### src/rtl/hub75_fb_arbiter.sv
// Frame RAM arbiter for a HUB75 panel: display reads the front bank, host
// writes the back bank, bank swaps are deferred to the next frame boundary.
module hub75_fb_arbiter #(
    parameter int hpixel_p = 64,
    parameter int vpixel_p = 64,
    parameter int data_wd_p = 24,
    parameter int wr_starve_max_p = 4,
    localparam int addr_width_p = $clog2(hpixel_p * vpixel_p)
) (
    input  logic                    clk,
    input  logic                    rst_n,
    input  logic                    i_rd_req,
    input  logic [addr_width_p-1:0] i_rd_addr,
    output logic                    o_rd_gnt,
    output logic                    o_rd_valid,
    output logic [data_wd_p-1:0]    o_rd_data,
    input  logic                    i_wr_req,
    input  logic [addr_width_p-1:0] i_wr_addr,
    input  logic [data_wd_p-1:0]    i_wr_data,
    output logic                    o_wr_gnt,
    input  logic                    i_swap_req,
    input  logic                    i_frame_done,
    output logic                    o_swap_pending,
    output logic                    o_front_bank,
    output logic                    o_mem_en,
    output logic                    o_mem_we,
    output logic [addr_width_p:0]   o_mem_addr,
    output logic [data_wd_p-1:0]    o_mem_wdata,
    input  logic [data_wd_p-1:0]    i_mem_rdata
);

    localparam int cnt_w = $clog2(wr_starve_max_p + 1);

    typedef enum logic [1:0] {
        IDLE,
        RD,
        WR
    } state_t;

    state_t                  state_q, state_d;
    logic [cnt_w-1:0]        starve_q, starve_d;
    logic                    front_q, front_d;
    logic                    pend_q, pend_d;
    logic                    rd_valid_q;
    logic [addr_width_p:0]   addr_q, addr_d;
    logic [data_wd_p-1:0]    wdata_q, wdata_d;
    logic                    rd_elig, wr_elig;
    logic                    rd_win, wr_win;
    logic                    starve_full;

    // A requester granted this cycle is masked so its stale request is not re-granted.
    always_comb begin
        rd_elig     = i_rd_req && (state_q != RD);
        wr_elig     = i_wr_req && (state_q != WR);
        starve_full = (starve_q == cnt_w'(wr_starve_max_p));
        wr_win      = wr_elig && (starve_full || !rd_elig);
        rd_win      = rd_elig && !wr_win;
    end

    always_comb begin
        front_d = front_q;
        pend_d  = pend_q;
        if (i_frame_done && (pend_q || i_swap_req)) begin
            front_d = ~front_q;
            pend_d  = 1'b0;
        end else if (i_swap_req) begin
            pend_d = 1'b1;
        end
    end

    // The bank is taken from the post-swap value so commands match o_front_bank.
    always_comb begin
        state_d  = IDLE;
        addr_d   = '0;
        wdata_d  = '0;
        starve_d = starve_q;
        unique case (1'b1)
            rd_win: begin
                state_d = RD;
                addr_d  = {front_d, i_rd_addr};
            end
            wr_win: begin
                state_d = WR;
                addr_d  = {~front_d, i_wr_addr};
                wdata_d = i_wr_data;
            end
            default: ;
        endcase
        if (!i_wr_req || wr_win) begin
            starve_d = '0;
        end else if (wr_elig && !starve_full) begin
            starve_d = starve_q + cnt_w'(1);
        end
    end

    always_ff @(posedge clk) begin
        if (!rst_n) begin
            state_q    <= IDLE;
            starve_q   <= '0;
            front_q    <= 1'b0;
            pend_q     <= 1'b0;
            rd_valid_q <= 1'b0;
            addr_q     <= '0;
            wdata_q    <= '0;
        end else begin
            state_q    <= state_d;
            starve_q   <= starve_d;
            front_q    <= front_d;
            pend_q     <= pend_d;
            rd_valid_q <= (state_q == RD);
            addr_q     <= addr_d;
            wdata_q    <= wdata_d;
        end
    end

    assign o_rd_gnt       = (state_q == RD);
    assign o_wr_gnt       = (state_q == WR);
    assign o_mem_en       = (state_q != IDLE);
    assign o_mem_we       = (state_q == WR);
    assign o_mem_addr     = addr_q;
    assign o_mem_wdata    = wdata_q;
    assign o_rd_valid     = rd_valid_q;
    assign o_rd_data      = i_mem_rdata;
    assign o_front_bank   = front_q;
    assign o_swap_pending = pend_q;

endmodule
### config.mk
export PLATFORM = sky130hd
export DESIGN_NAME = hub75_fb_arbiter
export DESIGN_NICKNAME = d
export VERILOG_FILES = /design/src/rtl/hub75_fb_arbiter.sv
export SDC_FILE = /design/constraint.sdc
export NUM_CORES = 1
export LEC_CHECK = 0
export ABC_AREA = 1
export CAP_MARGIN = 10
export CORE_UTILIZATION = 36
export DETAILED_ROUTE_END_ITERATION = 10
export GPL_ROUTABILITY_DRIVEN = 0
export PLACE_DENSITY = 0.92
export SYNTH_ARGS = -nofsm -noshare
export SYNTH_HDL_FRONTEND = slang
export SYNTH_SLANG_ARGS = --single-unit
export TNS_END_PERCENT = 10
### constraint.sdc
create_clock -name clk -period 2.6 [get_ports clk]
set_input_delay 0.52 -clock clk [delete_from_list [all_inputs] [get_ports clk]]
set_output_delay 0.52 -clock clk [all_outputs]
set_load 0.02 [all_outputs]
==> run summary, run 1 <==
I/O pin cnt: 146
Worst Skew: 0.00537 ns
DRT Pass-1 Iters: 4
Detailed Place HPWL: 3270 um
Post-synth EDFFs: 0
Depth of the most critical reg-to-reg path: 7
Most common cell after layout, fill and taps aside: clkdlybuf4s50_1
Core footprint: 4850 um2
HP Start: starve_q[0]
Unrepaired setup endpoints after global routing: false
Num rows: 25
Mean Syn Cell Area: 8.70 um2
Setup_tns: 0 ns
Layout area overhead: 47.8%
Die H: 73.9 um
CTS root buf: clkbuf_8
Power Density: 528 nW/um2
Reg2Reg Capture Point: starve_q[1]
Clk sink count: 45
Pin count of the biggest net entering global routing: 27
HP Class: reg -> reg
Status: finished clean
Die W: 73.9 um
Fmax: 0.474 GHz
Tcrit/Tclk final: 81.1%
PostCTS Resize Cnt: 0
Final nets: 366
Minimum clock period: 2.11 ns
Area of the mapped netlist: 1860 um2
Post-route cell area: 2750 um2
# diodes: 0
Most used DFF post-synth: dfxtp_1
Cells after synthesis: 214
Clk_lat worst skew: 0.29 ns
Vias in the first global route: 1321
Critical path fanouts, max: 3
Port Buffers: 97
Residual DRC count: 0
Total routed wirelength: 4230 um
Net Count, Synth: 294
Slew Limit Fails: 0
CTS clk-pin slew, worst paths: 0.09 ns
Seq cells post-synth: 45
Hold_buf cts: 0
Die Area: 5460 um2
Worst setup EP type: output pin
Initial antenna violation count: 0
Least-Margin Pin Slew: 0.496 ns
Commonest cells after routing, fill and taps aside: clkdlybuf4s50_1 (97), dfxtp_1 (45), inv_1 (32)
Rel. slew slack: 66.9%
CP Class: reg -> out
Sequential element share of the synthesized area: 48.4%
CP Cell Sequence: inv_2, nor2_1, clkdlybuf4s50_1
H-tree levels: 2
Iteration-0 DRC Markers: 59
Total GRT Usage: 15.2%
Remaining global-route overflow: 0
WHS Path Cells: 2
Setup Fix Bufs, Post-CTS: 0
CTS buffer count: 5
MaxCap Viol Count: 0
Crit path DAT: 1.59 ns
Flop-to-flop setup slack: 1.05 ns
Required @ worst endpoint: 2.08 ns
Slowest-stage cell, CP: clkdlybuf4s50_1
VDD IR max: 0.000275 V
Post-detailed-route count of antenna-violating nets: 0
Routed vias/inst: 4.37
FF-to-FF Start: starve_q[0]
CTS tree: built
Placed cell area: 2660 um2
Distinct cells, synth: 23
Bufs on Longest Clock Path: 2
Hold Vio Cnt, Final: 0
Max incr delay on CP: 0.64 ns
Startpoint types: flop
Async set-reset flop share out of synthesis: 0%
First-pass GRT wire length: 6070 um
Final setup fails: 0
WHS Endpoint: starve_q[0]
Layout cell share with drive strength beyond 1: 9.76%
Leak: 1.19 nW
Fill cell count: 423
Initial core utilization: 38.4%
Synthesis Warnings: 0
Vias post-DR: 1547
WL per Instance: 12.0 um
## final cells by class
class / instances / area [um2] / area share [%]
timing repair buffer: 97 / 971 / 35.3
sequential: 45 / 901 / 32.7
multi-input combinational: 101 / 568 / 20.6
inverter: 36 / 135 / 4.91
tap: 67 / 83.8 / 3.05
clock buffer: 5 / 68.8 / 2.50
clock inverter: 3 / 25.0 / 0.909
## sequential cells by signal, indices dropped and copies added (netlist names)
register        cells
o_front_bank        1
o_mem_wdata        24
o_rd_valid          1
o_swap_pending      1
starve_q            3
o_mem_addr         13
state_q             2
## worst max-delay path, delay by kind of cell, from the launching register on
kind | cells | cell delay [ns]
buf+inv | 2 | 0.71
flops | 1 | 0.44
simple gates | 1 | 0.15
## Yosys cell counts, types with 2 or more instances
cell type | count | area share (%)
nand2_1 | 19 | 3.8
nand3_4 | 2 | 1.9
a21oi_1 | 15 | 4.0
inv_1 | 32 | 6.5
buf_6 | 3 | 1.8
buf_4 | 26 | 10
dfxtp_1 | 45 | 48
ha_1 | 2 | 1.3
inv_2 | 4 | 0.81
nor2_1 | 29 | 5.8
nand3_2 | 10 | 5.4
nand3_1 | 16 | 4.3
## power breakdown
group | leakage [nW] | total, mW | switching, mW | internal [mW]
clock | 0.0447 | 0.436 | 0.242 | 0.194
combinational | 0.778 | 0.288 | 0.135 | 0.153
sequential | 0.368 | 0.730 | 0.0109 | 0.720
## worst max-delay path by stage
stage               start              to  slack, ns  cells past startpoint
4_1_cts        state_q[1]        o_wr_gnt       0.47                      3
5_1_grt        state_q[1]        o_wr_gnt       0.44                      3
3_3_place_gp     i_wr_req  o_mem_addr[12]       0.48                      6
3_5_place_dp     i_wr_req  o_mem_addr[12]       0.45                      6
2_1_floorplan  state_q[1]        o_wr_gnt       1.10                      3
6_report       state_q[1]        o_wr_gnt       0.49                      3
## per-stage QoR
stage          util, %  total power, mW  std cells  setup slack, ns  hold slack (ns)
2_1_floorplan        -            0.938        214             1.10            0.461
3_3_place_gp      54.8             1.03        346            0.476            0.474
3_5_place_dp      54.8             1.04        346            0.447            0.487
4_1_cts           56.8             1.48        354            0.475            0.499
5_1_grt           56.8             1.53        354            0.437            0.536
6_report          56.8             1.45        354            0.492            0.494
## layer usage
metal  part of all wire [%]  GRT usage, %  vias up
met2                     48          25.1      103
met3                     14          8.78       12
li1                       -             -      769
met1                     36          15.7      663
met5                      0             0        -
met4                    1.8          6.84        0
## logic make-up after synthesis
group / count (synthesis) / synth area share [%]
AO/OA/AOI/OAI: 17 / 5.31
AND/OR/NAND/NOR: 81 / 23.4
adder cells (fa/ha/maj): 2 / 1.34
flip-flops: 45 / 48.4
XOR/XNOR: 1 / 0.471
buffers and inverters: 68 / 21.1
(Power assumes the default switching activity.)
==> run 2, diff against run 1 <==
--- a/config.mk
+++ b/config.mk
@@ -7,10 +7,10 @@
 export LEC_CHECK = 0
 export ABC_AREA = 1
 export CAP_MARGIN = 10
-export CORE_UTILIZATION = 36
+export CORE_UTILIZATION = 33
 export DETAILED_ROUTE_END_ITERATION = 10
 export GPL_ROUTABILITY_DRIVEN = 0
-export PLACE_DENSITY = 0.92
+export PLACE_DENSITY = 0.86
 export SYNTH_ARGS = -nofsm -noshare
 export SYNTH_HDL_FRONTEND = slang
 export SYNTH_SLANG_ARGS = --single-unit
==> constraint.sdc (replaced) <==
create_clock -name clk -period 2.1 [get_ports clk]
set_input_delay 0.42 -clock clk [delete_from_list [all_inputs] [get_ports clk]]
set_output_delay 0.42 -clock clk [all_outputs]
set_load 0.02 [all_outputs]
==> run summary, run 2 (same netlist as run 1, synthesis figures left out) <==
Total GRT Usage: 14.6%
CTS tree: built
Total routed wirelength: 4260 um
Vias in the first global route: 1532
Detailed Place HPWL: 3260 um
PostCTS Resize Cnt: 0
Layout cell share with drive strength beyond 1: 9.72%
Critical path fanouts, max: 3
Minimum clock period: 1.98 ns
Die W: 77.1 um
Final hold slack: 0.500 ns
Setup_tns: 0 ns
Die H: 77.1 um
Clk_lat worst skew: 0.29 ns
Final setup fails: 0
Num rows: 26
Routed vias/inst: 4.35
Rel. slew slack: 68.3%
Commonest cells after routing, fill and taps aside: clkdlybuf4s50_1 (97), dfxtp_1 (45), inv_1 (32)
I/O pin cnt: 146
First-pass GRT wire length: 6760 um
Bufs on Longest Clock Path: 2
Setup Fix Bufs, Post-CTS: 0
Tcrit/Tclk final: 94.4%
Required @ worst endpoint: 1.68 ns
Fmax: 0.504 GHz
HP Class: reg -> reg
Status: finished clean
Initial antenna violation count: 0
CTS clk-pin slew, worst paths: 0.09 ns
Vias post-DR: 1559
Leak: 1.21 nW
Worst setup EP type: output pin
Least-Margin Pin Slew: 0.474 ns
Layout area overhead: 49.4%
Die Area: 5950 um2
Fin worst setup slack: 0.118 ns
Most common cell after layout, fill and taps aside: clkdlybuf4s50_1
Post-detailed-route count of antenna-violating nets: 0
Final Util: 52.8%
Slew Limit Fails: 0
CP Class: reg -> out
Crit path DAT: 1.56 ns
WL per Instance: 11.9 um
Core footprint: 5270 um2
Iteration-0 DRC Markers: 55
Hold Vio Cnt, Final: 0
DRT Pass-1 Iters: 4
Initial core utilization: 35.3%
DP Worst Slack: 0.285 ns
Clk sink count: 45
# diodes: 0
Pin count of the biggest net entering global routing: 27
Unrepaired setup endpoints after global routing: false
MaxCap Viol Count: 0
Startpoint types: flop
Port Buffers: 97
Power Density: 685 nW/um2
Final nets: 367
Remaining global-route overflow: 0
Hold_buf cts: 0
Number of flip-flops in the largest register: 24
VDD IR max: 0.000536 V
Residual DRC count: 0
H-tree levels: 2
Worst Skew: 0.0113 ns
CTS buffer count: 5
CTS root buf: clkbuf_8
==> run 2: power breakdown <==
group          total, mW  switching [mW]  internal [mW]
Combinational      0.359           0.168          0.191
Sequential         0.904          0.0135          0.891
Clock              0.642           0.285          0.357
Total               1.91           0.467           1.44
==> run 2: final timing paths <==
check	cells past startpoint	slack, ns	endpoint	start
setup reg to reg	7	0.51	starve_q[0]	starve_q[0]
setup / recovery	3	0.12	o_wr_gnt	state_q[1]
hold reg to reg	2	0.50	starve_q[1]	starve_q[1]
hold / removal	2	0.50	starve_q[1]	starve_q[1]
==> run 2: layout make-up <==
| type | instances | area [um2] |
|---|---|---|
| Sequential cell | 45 | 901 |
| Clock buffer | 6 | 72.6 |
| Clock inverter | 2 | 38.8 |
| Fill cell | 504 | 2490 |
| Timing Repair Buffer | 98 | 978 |
| Tap cell | 70 | 87.6 |
| Multi-Input combinational cell | 101 | 568 |
| Inverter | 36 | 135 |
==> run 2: routing by layer <==
| layer | up-vias | routed length, um | GRT usage [%] |
|---|---|---|---|
| met5 | - | 0 | 0 |
| met4 | 0 | 144 | 8.11 |
| met3 | 16 | 509 | 6.43 |
| met2 | 97 | 1920 | 25.2 |
| met1 | 676 | 1680 | 14.7 |
| li1 | 770 | - | - |
==> run 2: worst max-delay path, cell delays in order (launching register included) <==
cell,delay (ns)
dfxtp_1,0.43
inv_2,0.07
nor2_1,0.14
clkdlybuf4s50_1,0.62
==> run 2: metrics by stage <==
stage	area (um2)	total power, mW	instances
2_1_floorplan	1860	1.16	214
3_3_place_gp	2670	1.28	350
3_5_place_dp	2670	1.29	350
4_1_cts	2780	1.94	358
5_1_grt	2780	2.00	358
6_report	2780	1.91	358
